File: src/rtl/pll_phase_pkg.sv
// pll_phase_pkg: shared types and constants for the PLL phase-step controller.
// Ports: none (package only).
package pll_phase_pkg;
    typedef enum logic [2:0] {IDLE, SETUP, PULSE, HOLD, SETTLE} state_t;
    localparam logic [1:0] SEL_CLKOP  = 2'd0;
    localparam logic [1:0] SEL_CLKOS  = 2'd1;
    localparam logic [1:0] SEL_CLKOS2 = 2'd2;
    localparam logic [1:0] SEL_CLKOS3 = 2'd3;
    localparam logic DIR_LAG  = 1'b0;
    localparam logic DIR_LEAD = 1'b1;
endpackage

File: src/rtl/pll_phase_step_ctrl_sync2.sv
// sync2: generic two-flop synchroniser with synchronous reset to 0.
// Ports: i_clock, i_reset (sync, active high), i_d (async input), o_q (synchronised output).
module sync2 (
    input  logic i_clock,
    input  logic i_reset,
    input  logic i_d,
    output logic o_q
);
    logic [1:0] r_sync;
    always_ff @(posedge i_clock) begin
        r_sync <= i_reset ? 2'b00 : {r_sync[0], i_d};
    end
    assign o_q = r_sync[1];
endmodule

File: src/rtl/pll_phase_step_ctrl.sv
// pll_phase_step_ctrl: sequences ECP5 EHXPLLL PHASESEL/PHASEDIR/PHASESTEP for a requested step count.
// Ports: i_clock, i_reset (sync, active high); request i_req_valid/o_req_ready with i_req_sel,
// i_req_dir, i_req_steps; i_pll_locked (async); PLL pins o_phasesel, o_phasedir, o_phasestep;
// status o_busy, o_done (1-cycle pulse), o_error (sticky lock timeout), o_steps_left.
module pll_phase_step_ctrl
    import pll_phase_pkg::*;
#(
    parameter int SETUP_CYCLES = 4,
    parameter int PULSE_CYCLES = 4,
    parameter int HOLD_CYCLES  = 4,
    parameter int STEP_W       = 8,
    parameter int LOCK_STABLE  = 16,
    parameter int LOCK_TIMEOUT = 65535
) (
    input  logic              i_clock,
    input  logic              i_reset,
    input  logic              i_req_valid,
    output logic              o_req_ready,
    input  logic [1:0]        i_req_sel,
    input  logic              i_req_dir,
    input  logic [STEP_W-1:0] i_req_steps,
    input  logic              i_pll_locked,
    output logic [1:0]        o_phasesel,
    output logic              o_phasedir,
    output logic              o_phasestep,
    output logic              o_busy,
    output logic              o_done,
    output logic              o_error,
    output logic [STEP_W-1:0] o_steps_left
);
    localparam int SW = $clog2(LOCK_STABLE + 1);

    state_t            r_state;
    logic [15:0]       r_cnt;
    logic [SW-1:0]     r_stable;
    logic [1:0]        r_sel;
    logic              r_dir;
    logic              r_step;
    logic              r_done;
    logic              r_error;
    logic [STEP_W-1:0] r_left;
    logic              w_lock_s;
    logic              w_last;

    sync2 u_sync (
        .i_clock (i_clock),
        .i_reset (i_reset),
        .i_d     (i_pll_locked),
        .o_q     (w_lock_s)
    );

    // One counter times every phase; in SETTLE it measures elapsed time for the timeout.
    assign w_last = r_cnt == ((r_state == SETUP) ? 16'(SETUP_CYCLES - 1) :
                              (r_state == PULSE) ? 16'(PULSE_CYCLES - 1) :
                              (r_state == HOLD)  ? 16'(HOLD_CYCLES - 1)  :
                                                   16'(LOCK_TIMEOUT - 1));

    always_ff @(posedge i_clock) begin
        if (i_reset) begin
            r_state  <= IDLE;
            r_cnt    <= '0;
            r_stable <= '0;
            r_sel    <= '0;
            r_dir    <= 1'b0;
            r_step   <= 1'b1;
            r_done   <= 1'b0;
            r_error  <= 1'b0;
            r_left   <= '0;
        end else begin
            r_done <= 1'b0;
            case (r_state)
                IDLE: if (i_req_valid) begin
                    r_state <= SETUP;
                    r_sel   <= i_req_sel;
                    r_dir   <= i_req_dir;
                    r_left  <= i_req_steps;
                    r_error <= 1'b0;
                    r_cnt   <= '0;
                end
                SETUP: begin
                    r_cnt <= w_last ? '0 : r_cnt + 16'd1;
                    if (w_last) begin
                        r_stable <= '0;
                        r_state  <= (r_left == '0) ? SETTLE : PULSE;
                        r_step   <= (r_left == '0);
                    end
                end
                PULSE: begin
                    r_cnt <= w_last ? '0 : r_cnt + 16'd1;
                    if (w_last) begin
                        r_state <= HOLD;
                        r_step  <= 1'b1;
                    end
                end
                HOLD: begin
                    r_cnt <= w_last ? '0 : r_cnt + 16'd1;
                    if (w_last) begin
                        // A zero count never reaches here, so the decrement cannot wrap.
                        r_left   <= r_left - STEP_W'(1);
                        r_stable <= '0;
                        r_state  <= (r_left == STEP_W'(1)) ? SETTLE : PULSE;
                        r_step   <= (r_left == STEP_W'(1));
                    end
                end
                SETTLE: begin
                    if (w_lock_s && r_stable == SW'(LOCK_STABLE - 1)) begin
                        r_done  <= 1'b1;
                        r_state <= IDLE;
                    end else if (w_last) begin
                        r_error <= 1'b1;
                        r_state <= IDLE;
                    end else begin
                        r_cnt    <= r_cnt + 16'd1;
                        r_stable <= w_lock_s ? r_stable + SW'(1) : '0;
                    end
                end
                default: r_state <= IDLE;
            endcase
        end
    end

    assign o_req_ready  = (r_state == IDLE) && !i_reset;
    assign o_busy       = r_state != IDLE;
    // Reset releases PHASESTEP at once so a low pulse is never cut short mid-edge.
    assign o_phasestep  = r_step | i_reset;
    assign o_phasesel   = r_sel;
    assign o_phasedir   = r_dir;
    assign o_done       = r_done;
    assign o_error      = r_error;
    assign o_steps_left = r_left;
endmodule

File: config.mk
export PLATFORM = sky130hd
export DESIGN_NAME = pll_phase_step_ctrl
export DESIGN_NICKNAME = d
export VERILOG_FILES = /design/src/rtl/pll_phase_pkg.sv /design/src/rtl/pll_phase_step_ctrl_sync2.sv /design/src/rtl/pll_phase_step_ctrl.sv
export SDC_FILE = /design/constraint.sdc
export NUM_CORES = 1
export LEC_CHECK = 0
export CAP_MARGIN = 20
export CORE_MARGIN = 4
export CORE_UTILIZATION = 49
export DETAILED_ROUTE_END_ITERATION = 6
export PLACE_DENSITY_LB_ADDON = 0.25
export RECOVER_POWER = 50
export SYNTH_ARGS = -nofsm -noshare
export SYNTH_HDL_FRONTEND = slang
export SYNTH_HIERARCHICAL = 1
export SYNTH_SLANG_ARGS = --single-unit
File: constraint.sdc
create_clock -name i_clock -period 2.4 [get_ports i_clock]
set_clock_uncertainty 0.2 [all_clocks]
set_input_delay 0.48 -clock i_clock [delete_from_list [all_inputs] [get_ports i_clock]]
set_output_delay 0.48 -clock i_clock [all_outputs]
set_load 0.02 [all_outputs]
Yosys cells after proc, flatten, opt, wreduce, memory -nomap -nowiden:

Index checks and enable logic that the tools add are counted.

* register bits after elaboration: 40
* output and inout port bits: 16
* bits of input ports: 15
* logic and storage cells: 85

* bitwise operators: 2
* equal/unequal tests: 16
* mux-type cells: 33
* add/subtract/negate cells: 3
* reductions and logical operators: 21

Operator list (number)
* 16-bit two-way mux: 7
* 16-bit one-hot mux with 3 select lines: 1
* 3-bit two-way mux: 8
* 5-bit two-way mux: 4
* 16-bit by 1-bit adder with 16-bit output, second input constant: 1
* 16-bit equality test: 1
* 8-bit two-way mux: 2
* 8-bit one-hot mux with 2 select lines: 1
* 4-bit AND reduction: 4
* 3-bit one-hot mux with 5 select lines: 1
* 2-bit != test, second input constant: 7
* 5-bit one-hot mux with 2 select lines: 1
* 3-bit nonzero test: 3
* 8-bit by 1-bit equality test with 1-bit output, second input constant: 1
* 8-bit zero test: 1
* 8-bit by 1-bit subtractor with 8-bit output, second input constant: 1
* 3-bit by 2-bit equality test with 1-bit output, second input constant: 2
* 1-bit two-way mux: 6
* 2-bit nonzero test: 3
* 5-bit by 1-bit adder with 5-bit output, second input constant: 1
* 5-bit by 4-bit equality test with 1-bit output, second input constant: 1
* 5-bit AND reduction: 1
* 2-bit OR reduction: 2
* 3-bit by 1-bit equality test with 1-bit output, second input constant: 1
* 13 further kinds: 14

Logic depth before layout (Yosys ltp):

* depth after elaboration: 8
* depth in mapped cells: 9
* mapped depth without buffers: 8

Modules after synthesis:

The synthesis kept the hierarchy.

Modules (own cells, without submodules)
* pll_phase_step_ctrl: instances 1, sequential area each 760.7 µm², cells each 277, area an instance 2242.2 µm²
* sync2: instances 1, sequential area each 40.0 µm², cells each 4, area an instance 52.6 µm²

Worst setup path before layout:

OpenSTA, ideal clock, no wires.

* kind: register -> register
* start point: reg r_stable[0]
* end point: reg r_cnt[12]
* arrival time: 1.988 ns
* buffers on the path: 1
* setup time: 0.070 ns
* required time: 2.130 ns
* stages on the path, launching flop included: 10
* clock period less this slack: 2.258 ns
* setup slack: 0.142 ns
* cell sequence: dfxtp_1 ha_1 and3_1 ha_1 nand2_1 o2bb2ai_4 o21ai_2 buf_4 or4_1 a21oi_1

* cells in the longest elaborated chain, start to end: 4

Ends and longest elaborated chain
* start: declaration: RTL line pll_phase_step_ctrl.sv:35 `logic [SW-1:0] r_stable;`
* start signal: assignment: RTL line pll_phase_step_ctrl.sv:114 `r_stable <= w_lock_s ? r_stable + SW'(1) : '0;`
* 5-bit by 4-bit equality test with 1-bit output: RTL line pll_phase_step_ctrl.sv:106 `if (w_lock_s && r_stable == SW'(LOCK_STABLE - 1)) begin`
* 1-bit logical AND: RTL line pll_phase_step_ctrl.sv:106
* 2-bit != test (no source line)
* 4-bit AND reduction (no source line)
* end signal: assignment: RTL line pll_phase_step_ctrl.sv:89 `r_cnt <= w_last ? '0 : r_cnt + 16'd1;`
* end signal: assignment: RTL line pll_phase_step_ctrl.sv:96 `r_cnt <= w_last ? '0 : r_cnt + 16'd1;`
* end signal: assignment: RTL line pll_phase_step_ctrl.sv:113 `r_cnt <= r_cnt + 16'd1;`
* end: declaration: RTL line pll_phase_step_ctrl.sv:34 `logic [15:0] r_cnt;`

No other way between the ends.
A chain may end at the register's enable or synchronous reset.

Final worst setup path:

* start point: reg r_state[2]
* end point: out o_busy

* cells in the longest elaborated chain, start to end: 1

Ends and longest elaborated chain
* start: declaration: RTL line pll_phase_step_ctrl.sv:33 `state_t r_state;`
* start signal: assignment: RTL line pll_phase_step_ctrl.sv:84 `r_state <= (r_left == '0) ? SETTLE : PULSE;`
* start signal: assignment: RTL line pll_phase_step_ctrl.sv:101 `r_state <= (r_left == STEP_W'(1)) ? SETTLE : PULSE;`
* 3-bit nonzero test: RTL line pll_phase_step_ctrl.sv:123 `assign o_busy = r_state != IDLE;`
* end: declaration: RTL line pll_phase_step_ctrl.sv:26 `output logic o_busy,`

No other way between the ends.

==> results by group <==
Synth
  • Leading cell types by count after synthesis: dfxtp_1 (40), nand2_1 (28), a21oi_1 (22), nor2_1 (22), o21ai_0 (13)
  • Cell with the most instances after synthesis: dfxtp_1
  • Post-Syn Instances: 281
  • Synth warn: 6
  • Main area contributors after synthesis: dfxtp_1 (35%), a21oi_1 (4.8%), nand2_1 (4.6%), nor2_1 (3.6%), o21ai_0 (2.8%)
  • Post-synth top area cell: dfxtp_1
  • Mapped Nets: 301
  • Post-synth EDFFs: 0
  • Ys flop type: dfxtp_1
  • Sequential area share after synthesis: 34.9%
  • Yosys top cell area share: 34.9%
  • Syn Area/Cell: 8.17 um^2
  • Yosys reg bits: 40
  • Mapped Area: 2290 um^2
  • Yosys cell types: 58
  • Asr flop ratio synth: 0%

Power and ir drop
  • Power Density: 554 nW/um^2
  • Net Sw Frac: 29.6%
  • Leak: 1.01 nW
  • Worst VDD drop: 0.000422 V
  • Cell-internal power: 1.08 mW
  • Share of total power in the clock network: 29.7%
  • Share of power burned in registers: 46.8%
  • Psw: 0.455 mW
  • Comb power frac: 23.5%

Placement
  • Routability Congestion: 0.860
  • Inst Count DP: 363
  • HPWL after detailed placement: 4090 um
  • Port Buffers: 30
  • Placed cell area: 2680 um^2

Detailed routing
  • Post-route ant nets: 0
  • Via count: 2220
  • Residual DRC: 0
  • WL final: 5540 um
  • Vias per inst: 5.97
  • Wire length per cell: 14.9 um
  • Initial drt markers: 127
  • 1st-pass router iterations: 4

Timing
  • Minimum clock period: 2300 ps
  • Final hold violations: 0
  • Final Max Slew Viols: 0
  • Unrepaired setup endpoints after global routing: no
  • Worst Max-Slew Pin Slew: 597 ps
  • Normalized max-slew margin: 60.2%
  • Final clock period utilization by the worst path: 95.7%
  • Fin Hold WS: 240 ps
  • Max Fclk: 0.436 GHz
  • Setup violators final: 0

Run status
  • Outcome: finished clean

Die
  • Core area: 4440 um^2
  • Die area: 5840 um^2
  • DIE WIDTH: 76.4 um
  • Initial core utilization: 51.6%
  • Die H: 76.4 um
  • I/O pin count: 31
  • Cell Rows: 24

Finish
  • # diodes: 0
  • Nets: 339
  • Fraction of layout cells with a size suffix above 1: 11.9%
  • Layout fillers: 440
  • Post-route insts no fill: 372
  • Area grow syn2layout: 20.7%
  • Design area: 2770 um^2

Worst setup path
  • CP Launch Type: register
  • CP required: 1720 ps
  • Arrival time at the worst endpoint: 1620 ps
  • Crit Path Max Fanout: 4
  • Crit path kind: register to primary output
  • Setup crit end kind: primary output

Global route
  • Grt ovf: 0
  • First-pass GRT wire length: 9560 um
  • Vias in the first global route: 2037
  • Largest net degree at the start of global routing: 31
  • Initial antenna violation count: 0
  • Overall routing resource usage: 19.6%

Clock tree
  • Clk slew on worst S/H paths: 70 ps
  • H-tree depth: 2
  • Clock Root Buffer: clkbuf_8
  • Clock latency at the later pin of the worst-skew pair: 280 ps
  • CTS tree: yes
  • Max Root-Sink Buffers: 2
  • # hold bufs at CTS: 0
  • Clock Sinks: 40
  • Cts bufs inserted: 5

Run
  • MaxCap Viol Count: 0

Min path
  • Class of the worst hold path: register to register
==> power groups by stage <==
| stage | Combinational, mW | Clock, mW | Sequential [mW] |
|---|---|---|---|
| floorplan | 0.207 | 0 | 0.753 |
| global placement | 0.361 | 0 | 0.732 |
| detailed placement | 0.365 | 0 | 0.733 |
| CTS | 0.364 | 0.466 | 0.717 |
| global route | 0.398 | 0.504 | 0.722 |
| finish | 0.361 | 0.455 | 0.718 |
==> cell type report <==
class | count | area, um^2 | area share [%]
multi-input cells | 219 | 1390 | 50.1
flip-flops and latches | 40 | 801 | 28.9
repair buffers | 44 | 393 | 14.2
clock buffers | 8 | 90.1 | 3.25
well taps | 52 | 65.1 | 2.35
inverters | 9 | 33.8 | 1.22
==> cell usage in the layout (no fill, tap or decap), drive strengths merged, types with 9 or more instances in the layout <==
| cell | n |
|---|---|
| inv | 9 |
| o21ai | 16 |
| nand2 | 28 |
| a21oi | 23 |
| buf | 11 |
| dfxtp | 40 |
| clkdlybuf4s50 | 15 |
| clkbuf | 11 |
| nor3 | 11 |
| nor2 | 23 |
| dlygate4sd3 | 13 |
| nand3 | 11 |
==> through the flow <==
stage,utilization (%),power (mW),worst slack [ps],TNS [ps]
2_1_floorplan,-,0.960,142,0
3_3_place_gp,60.2,1.09,-109,-110
3_5_place_dp,60.2,1.10,-104,-110
4_1_cts,62.2,1.55,48.9,0
5_1_grt,62.3,1.62,9.64,0
6_report,62.3,1.53,104,0
==> timing repair <==
| action | in CTS | in global routing |
|---|---|---|
| setup endpoints to repair | 2 | 3 |
| cloned | 0 | 0 |
| setup buffers | 0 | 1 |
| resized for setup | 2 | 4 |
==> per-layer routing <==
| metal | global-route usage, % | share of wire, % | up-vias |
|---|---|---|---|
| met3 | 4.61 | 3.0 | 6 |
| met2 | 31.4 | 49 | 38 |
| met1 | 26.7 | 47 | 1059 |
| li1 | - | - | 1117 |
| met5 | 0 | 0 | - |
| met4 | 4.71 | 0.94 | 0 |
==> kinds of logic (layout without fill, tap and decap cells) <==
logic type / Yosys count / in the layout / share of synthesized area [%]
DFF: 40 / 40 / 34.9
and+or+nand+nor: 130 / 130 / 31.2
xor gates and xnor gates: 6 / 6 / 2.29
buffers and inverters: 22 / 61 / 4.96
muxes: 3 / 3 / 1.31
adders and majority gates: 5 / 5 / 2.73
AOI/OAI and AO/OA: 75 / 75 / 22.6
==> worst max-delay path: stages, from the launching register on <==
cell and delay, ps:
dfxtp_1 330, nor3_1 290, inv_1 150, clkdlybuf4s50_1 570
==> path summary, 6_finish.rpt <==
path / from / endpoint / slack (ps) / cells after the start
max: r_state[2] / o_busy / 100 / 3
min: u_sync/r_sync[0] / u_sync/r_sync[1] / 240 / 1
max reg2reg: r_stable[0] / r_cnt[12] / 130 / 8
min reg2reg: u_sync/r_sync[0] / u_sync/r_sync[1] / 240 / 1
==> state kept, by name (all words and copies together) (netlist names) <==
signal and flops:
o_done 1, o_error 1, o_phasedir 1, o_phasesel 2, o_steps_left 8, r_cnt 16, r_stable 5, r_state 3
r_step 1, u_sync/r_sync 2
No activity file was read; power rests on OpenSTA's default activity.
